`src/rtl/lif_ctrl_sequencer.sv`:
```
// Front-end controller for the LIF neuron: serial configuration loader,
// round-robin spike arbiter with a minimum inter-pulse gap, and an axon
// spike counter.
module lif_ctrl_sequencer #(
    parameter int WIDTH   = 8,
    parameter int N_SRC   = 4,
    parameter int MIN_GAP = 2
) (
    input  logic             clk,
    input  logic             rst,
    input  logic             cfg_valid,
    output logic             cfg_ready,
    input  logic [WIDTH-1:0] cfg_expd,
    input  logic [WIDTH-1:0] cfg_w,
    input  logic [WIDTH-1:0] cfg_t,
    input  logic [N_SRC-1:0] spk_req,
    output logic [N_SRC-1:0] spk_grant,
    output logic             set_vars,
    output logic             expd,
    output logic             w,
    output logic             t,
    output logic             syn,
    input  logic             axon,
    output logic [15:0]      spike_count,
    output logic             busy
);

    localparam int CW = (WIDTH > 1) ? $clog2(WIDTH) : 1;
    localparam int PW = $clog2(N_SRC);
    localparam int GW = $clog2(MIN_GAP);

    typedef enum logic [1:0] {
        ST_IDLE = 2'd0,
        ST_LOAD = 2'd1,
        ST_RUN  = 2'd2
    } state_t;

    state_t             state_r, state_s;
    logic [CW-1:0]      load_cnt_r, load_cnt_s;
    logic [WIDTH-1:0]   sh_expd_r, sh_expd_s;
    logic [WIDTH-1:0]   sh_w_r, sh_w_s;
    logic [WIDTH-1:0]   sh_t_r, sh_t_s;
    logic               set_vars_r, set_vars_s;
    logic               expd_r, expd_s;
    logic               w_r, w_s;
    logic               t_r, t_s;
    logic               syn_r, syn_s;
    logic               busy_r, busy_s;
    logic [N_SRC-1:0]   grant_r, grant_s;
    logic [PW-1:0]      rr_r, rr_s;
    logic [GW-1:0]      gap_r, gap_s;
    logic [15:0]        count_r, count_s;
    logic               axon_prev_r, axon_prev_s;

    logic               cfg_hs_s;
    logic               found_s;
    logic [PW-1:0]      win_s;
    logic [PW:0]        sum_s;

    // cfg_ready is the only combinational output; it must drop while rst is high.
    assign cfg_ready = !rst && ((state_r == ST_IDLE) || (state_r == ST_RUN));
    assign cfg_hs_s  = cfg_valid && cfg_ready;

    assign spk_grant   = grant_r;
    assign set_vars    = set_vars_r;
    assign expd        = expd_r;
    assign w           = w_r;
    assign t           = t_r;
    assign syn         = syn_r;
    assign busy        = busy_r;
    assign spike_count = count_r;

    // Round-robin search: first requesting source at or above the pointer, wrapping.
    always_comb begin
        found_s = 1'b0;
        win_s   = '0;
        sum_s   = '0;
        for (int k = 0; k < N_SRC; k++) begin
            sum_s = {1'b0, rr_r} + (PW+1)'(k);
            if (sum_s >= (PW+1)'(N_SRC)) begin
                sum_s = sum_s - (PW+1)'(N_SRC);
            end else begin
                sum_s = sum_s;
            end
            if (!found_s && spk_req[sum_s[PW-1:0]]) begin
                found_s = 1'b1;
                win_s   = sum_s[PW-1:0];
            end else begin
                found_s = found_s;
            end
        end
    end

    // Next-state and next-output logic; a handshake overrides everything else.
    always_comb begin
        state_s     = state_r;
        load_cnt_s  = load_cnt_r;
        sh_expd_s   = sh_expd_r;
        sh_w_s      = sh_w_r;
        sh_t_s      = sh_t_r;
        set_vars_s  = 1'b0;
        expd_s      = 1'b0;
        w_s         = 1'b0;
        t_s         = 1'b0;
        syn_s       = 1'b0;
        busy_s      = 1'b0;
        grant_s     = '0;
        rr_s        = rr_r;
        gap_s       = (gap_r != '0) ? (gap_r - GW'(1)) : gap_r;
        count_s     = count_r;
        axon_prev_s = axon;

        if (cfg_hs_s) begin
            // Capture the word and present the MSBs in the very next cycle.
            state_s     = ST_LOAD;
            load_cnt_s  = '0;
            set_vars_s  = 1'b1;
            busy_s      = 1'b1;
            expd_s      = cfg_expd[WIDTH-1];
            w_s         = cfg_w[WIDTH-1];
            t_s         = cfg_t[WIDTH-1];
            sh_expd_s   = {cfg_expd[WIDTH-2:0], 1'b0};
            sh_w_s      = {cfg_w[WIDTH-2:0], 1'b0};
            sh_t_s      = {cfg_t[WIDTH-2:0], 1'b0};
            gap_s       = '0;
            count_s     = 16'd0;
            axon_prev_s = 1'b0;
        end else begin
            case (state_r)
                ST_IDLE: begin
                    state_s = ST_IDLE;
                end
                ST_LOAD: begin
                    if (load_cnt_r == CW'(WIDTH-1)) begin
                        state_s = ST_RUN;
                    end else begin
                        load_cnt_s = load_cnt_r + CW'(1);
                        set_vars_s = 1'b1;
                        busy_s     = 1'b1;
                        expd_s     = sh_expd_r[WIDTH-1];
                        w_s        = sh_w_r[WIDTH-1];
                        t_s        = sh_t_r[WIDTH-1];
                        sh_expd_s  = {sh_expd_r[WIDTH-2:0], 1'b0};
                        sh_w_s     = {sh_w_r[WIDTH-2:0], 1'b0};
                        sh_t_s     = {sh_t_r[WIDTH-2:0], 1'b0};
                    end
                end
                ST_RUN: begin
                    if ((gap_r == '0) && found_s) begin
                        grant_s = {{(N_SRC-1){1'b0}}, 1'b1} << win_s;
                        syn_s   = 1'b1;
                        gap_s   = GW'(MIN_GAP-1);
                        if (win_s == PW'(N_SRC-1)) begin
                            rr_s = '0;
                        end else begin
                            rr_s = win_s + PW'(1);
                        end
                    end else begin
                        grant_s = '0;
                    end
                    if (axon && !axon_prev_r && (count_r != 16'hFFFF)) begin
                        count_s = count_r + 16'd1;
                    end else begin
                        count_s = count_r;
                    end
                end
                default: begin
                    state_s = ST_IDLE;
                end
            endcase
        end
    end

    // State and output registers with synchronous reset.
    always_ff @(posedge clk) begin
        if (rst) begin
            state_r     <= ST_IDLE;
            load_cnt_r  <= '0;
            sh_expd_r   <= '0;
            sh_w_r      <= '0;
            sh_t_r      <= '0;
            set_vars_r  <= 1'b0;
            expd_r      <= 1'b0;
            w_r         <= 1'b0;
            t_r         <= 1'b0;
            syn_r       <= 1'b0;
            busy_r      <= 1'b0;
            grant_r     <= '0;
            rr_r        <= '0;
            gap_r       <= '0;
            count_r     <= 16'd0;
            axon_prev_r <= 1'b0;
        end else begin
            state_r     <= state_s;
            load_cnt_r  <= load_cnt_s;
            sh_expd_r   <= sh_expd_s;
            sh_w_r      <= sh_w_s;
            sh_t_r      <= sh_t_s;
            set_vars_r  <= set_vars_s;
            expd_r      <= expd_s;
            w_r         <= w_s;
            t_r         <= t_s;
            syn_r       <= syn_s;
            busy_r      <= busy_s;
            grant_r     <= grant_s;
            rr_r        <= rr_s;
            gap_r       <= gap_s;
            count_r     <= count_s;
            axon_prev_r <= axon_prev_s;
        end
    end

endmodule

```
`config.mk`:
```
export PLATFORM = sky130hd
export DESIGN_NAME = lif_ctrl_sequencer
export DESIGN_NICKNAME = d
export VERILOG_FILES = /design/src/rtl/lif_ctrl_sequencer.sv
export SDC_FILE = /design/constraint.sdc
export NUM_CORES = 1
export LEC_CHECK = 0
export ABC_AREA = 1
export CAP_MARGIN = 5
export CORE_UTILIZATION = 50
export CTS_CLUSTER_DIAMETER = 30
export CTS_CLUSTER_SIZE = 12
export DETAILED_ROUTE_END_ITERATION = 8
export GPL_TIMING_DRIVEN = 0
export PLACE_DENSITY = 0.79
export SLEW_MARGIN = 20
export SYNTH_ARGS = -nofsm -noshare
export SYNTH_HDL_FRONTEND = slang
export SYNTH_SLANG_ARGS = --single-unit
export TNS_END_PERCENT = 10
```
`constraint.sdc`:
```
create_clock -name clk -period 2.05 [get_ports clk]
set_input_delay 0.615 -clock clk [delete_from_list [all_inputs] [get_ports clk]]
set_output_delay 0.615 -clock clk [all_outputs]
set_load 0.01 [all_outputs]
```
# After elaboration in Yosys (flattened, before gate mapping)
# Index checks and enable logic that the tools add are counted.
[word_totals]
reg_bits = 55
latchBits = 0
mem_bits_rw = 0
romBits = 0
in_bits = 32
out_inout_bits = 27
elab_cells = 124
n_memories = 0
[op_classes]
addsub = 11
n_mul = 0
div_mod_pow = 0
n_lt_le_gt_ge = 8
eq_ne = 9
n_shift = 1
n_mux = 49
bitwise_logic = 5
n_reduce_logical = 25
[op_table]
columns = ["cell", "count"]
rows = [
  ["$mux 8", 9],
  ["$mux 1", 25],
  ["$mux 2", 10],
  ["$add 16x1->16 const B", 1],
  ["$ne 16x16->1 const B", 1],
  ["$lt 2x3->1 const B", 4],
  ["$reduce_and 2->1", 5],
  ["$ge 3x3->1 const B", 3],
  ["$bmux 1 s2", 4],
  ["$logic_and 1x1->1", 8],
  ["$sub 2x1->2 const B", 4],
  ["$add 2x2->3 const B", 2],
  ["$ne 2x2->1 const B", 3],
  ["$logic_not 1->1", 5],
  ["$not 1->1", 5],
  ["$eq 2x2->1 const B", 2],
  ["$pmux 2 s2", 1],
  ["$reduce_or 4->1", 1],
  ["$shl 1x2->4 const A", 1],
  ["$add 2x1->3 const B", 1],
  ["$add 3x1->3 const B", 1],
  ["$eq 3x3->1 const B", 1],
  ["$ge 2x3->1 const B", 1],
  ["$ne 3x3->1 const B", 1],
  ["9 further kinds", 9],
]

# Longest topological paths before layout
[depth]
depth_word = 17
depth_mapped = 14
ltp_nobuf = 13

# Worst setup path after synthesis
# Ideal clock, no wire load.
[synth_timing]
kind = "register to register"
startpoint = "register count_r[0] (netlist: spike_count[0])"
endpoint = "register count_r[11] (netlist: spike_count[11])"
setup_ns = 0.122
t_arrival_ns = 1.670
t_required_ns = 1.928
setup_slack_ns = 0.258
path_stages_with_launch = 12
n_path_buf = 1
period_less_slack_ns = 1.792
path_cell_list = "dfxtp_1 -> ha_1 -> nand2_1 -> nor3_4 -> nand2_2 -> nor3_4 -> nand2_2 -> nand2_4 -> inv_2 -> buf_6 -> nand2_1 -> a21oi_2"
[synth_via]
elab_chain_cells = 3
[synth_rtl]
columns = ["item", "line", "source"]
rows = [
  ["from (decl)", "52", "logic [15:0] count_r, count_s;"],
  ["from (signal assigned)", "208", "count_r <= count_s;"],
  ["parallel branches: the longest is 3 deep, another holds $add 16x1->16", "-", ""],
]
# Several ways; the timed one is not identified.
# A chain may end at the register's enable or synchronous reset.

# Worst setup path after layout
[layout_timing]
startpoint = "register count_r[4] (netlist: spike_count[4])"
endpoint = "output port spike_count[4]"
[layout_rtl]
columns = ["item", "line", "source"]
rows = [
  ["to (decl)", "24", "output logic [15:0] spike_count,"],
]
# No word-level cell between the ends.

==> run metrics <==
peak supply drop 0.455 mV; Hold Fails Final Rpt 0; main area contributors after synthesis dfxtp_1 41%, nand2_1 21%, inv_1 4.8%; Final Power 2.07 mW; CP max stage cell clkdlybuf4s50_1; Critical Path Max Stage Delay between 500 and 600 ps; die span in y 74.9 um; Final Cycle Share 96.1%; R2R Path Start spike_count[0]; via count 2632; Layout area overhead 31.4%; clk buf depth 2; crit path buf inv count 1; drt initial violations 160; HP Class reg2reg; CP Launch Point spike_count[4]; Yosys reg bits 55; Total Routing Usage GR 22.9%; H-tree levels 2; syn nets 418; initial antenna violation count 0; nets@finish around 490; leak pwr 1.41 nW; largest net degree at the start of global routing 18; post-synth cell types 34; RSZ-0062 raised after global routing false; critical path type reg2out; CP endpoint kind output port; first-pass GRT wire length 9.80 mm; Arr. time, crit path 1360 ps; P per Cell Area 594 nW/um^2; Total Wirelength 6.05 mm; number of buffers created by CTS 5; Synth top area share roughly 41%; detailed-route DRC error count 0; routed vias/inst 5.03; Area after DPL ~3300 um^2; worst-skew pair later-pin latency 310 ps; Hold Startpoint sh_expd_r[7]; relative slew slack 67.8%; routability cong. ~0.92; Worst Path Max Fanout 6; CTS Root Buffer Type clkbuf_8; row cnt 26; GRT overflow 0; CTS tree yes; share of post-route cells with drive strength above 1 9.71%; Synth Area per Inst approximately 6.9 um^2; MaxCap Viol Count 0; Final setup viols 0; starting density of the core 52.1%; Final Instance Area 3490 um^2; die width 74.9 um; Layout Skew 4.98 ps; critical-path cell list clkdlybuf4s50_1; final worst setup slack 79.6 ps; CP delay by family, top buffers and inverters; CTS clk-pin slew, worst paths 100 ps; Fill cells 472; Fmax achieved just over 500 MHz; vias in the first global route 2279; crit path time final slightly below 2000 ps; Post-Syn Instances about 380; ANT cells 0; DR pass1 iterations 4; synth warn 0; clk sink count 55; Seq/Total Area, Yosys between 40% and 50%; Core Region about 5100 um^2; pre-CTS WS -512 ps; cts hold-fix bufs 0; HPWL Detailed 4.45 mm; IO Count 59; Worst EP required 1430 ps; status finished, final reports clean; area leader, netlist dfxtp_1; PortBufs 58; Slew @ Worst Pin 482 ps; total die area 5620 um^2; startpoint types flip-flop; fin. max-slew vios 0; Synth Cell Area about 2700 um^2; post-route ant nets 0; WL per Instance 11.6 um
==> per-layer routing <==
layer / up-vias / GRT usage (%) / wire length, um
met5: - / 0 / 0
met4: 0 / 7.97 / 72
met3: 5 / 5.09 / 330
met2: 83 / 39.7 / 3010
met1: 1192 / 28.0 / 2640
li1: 1352 / - / -
==> cell usage in the layout (no fill, tap or decap), types with 3 or more instances in the layout <==
cell,n
nand2_2,4
clkdlybuf4s50_1,56
dfxtp_1,53
o211ai_1,3
nand3_1,14
nor3_1,7
a31oi_1,13
clkbuf_8,5
inv_1,34
ha_1,3
buf_4,6
nor2_1,18
a21oi_2,6
nand2_1,151
clkbuf_1,7
xor2_1,9
a21oi_1,21
o21ai_0,7
==> through the flow <==
| stage | std cells | utilization (%) | hold slack [ps] | setup TNS, ps |
|---|---|---|---|---|
| 5_1_grt | 523 | 68.4 | 487 | 0 |
| 3_3_place_gp | 511 | 65.2 | 448 | -14140 |
| 6_report | 523 | 68.4 | 465 | 0 |
| 4_1_cts | 519 | 67.4 | 471 | 0 |
| 3_5_place_dp | 511 | 65.2 | 456 | -16980 |
| 2_1_floorplan | 383 | - | 438 | 0 |
==> final timing paths <==
path               endpoint  slack (ps)  depth (start not counted)
min reg2reg            expd         470                          2
min                    expd         470                          2
max          spike_count[4]          80                          1
max reg2reg  spike_count[8]         140                         11
==> kinds of logic after synthesis <==
| group | count (synthesis) | synth area share (%) |
|---|---|---|
| DFF | 55 | 41.4 |
| xor gates and xnor gates | 11 | 3.62 |
| AOI/OAI and AO/OA | 52 | 11.8 |
| buffers and inverters | 52 | 8.47 |
| adders and majority gates | 3 | 1.41 |
| and+or+nand+nor | 210 | 33.3 |
==> final cells by class <==
type,count,area [um^2],share of cell area (%)
multi-input combinational,276,1350,38.6
sequential,55,1110,31.7
timing repair buffer,62,611,17.5
inverter,38,146,4.19
tap,70,87.6,2.51
buffer,14,82.6,2.36
clock buffer,5,68.8,1.97
clock inverter,3,43.8,1.25
==> sequential cells by signal, summed over array words and instances (netlist names), 2 cells and up <==
register and cells:
state_r 2, spk_grant 4, load_cnt_r 3, sh_expd_r 7
sh_t_r 7, sh_w_r 7, rr_r 2, spike_count 16
==> cell usage after synthesis <==
cell type  instances
nand3b_1           2
nand2_1          152
buf_6              1
nand2_2            3
a21oi_1           21
nor4_1             2
nand4_1            2
buf_4              2
ha_1               3
a221oi_1           1
a21oi_2            6
nor2_1            21
nand2_4            1
clkinv_1           1
inv_4              1
and3_1             1
buf_8              1
nor3_2             1
o211ai_1           3
a31oi_1           13
inv_2              2
clkbuf_1           9
buf_2              1
xnor2_1            2
nor3b_1            1
xor2_1             9
nand3_1           14
inv_1             34
or2_2              1
o21ai_0            7
nor3_1             7
nor3_4             2
a211oi_1           1
dfxtp_1           55
==> repair_timing <==
action                                  4_1_cts  5_1_grt
buffers inserted                              0        4
resized for setup                             6       11
endpoints found under the setup margin       25       30
pin swaps                                     1        2
==> where the power goes <==
part | internal (mW) | total [mW] | switching [mW] | leakage (nW)
registers | 1.10 | 1.11 | 0.0141 | 0.447
logic | 0.107 | 0.229 | 0.122 | 0.902
clock network | 0.364 | 0.735 | 0.371 | 0.0581
total | 1.57 | 2.07 | 0.507 | 1.41
(Power assumes the default switching activity.)
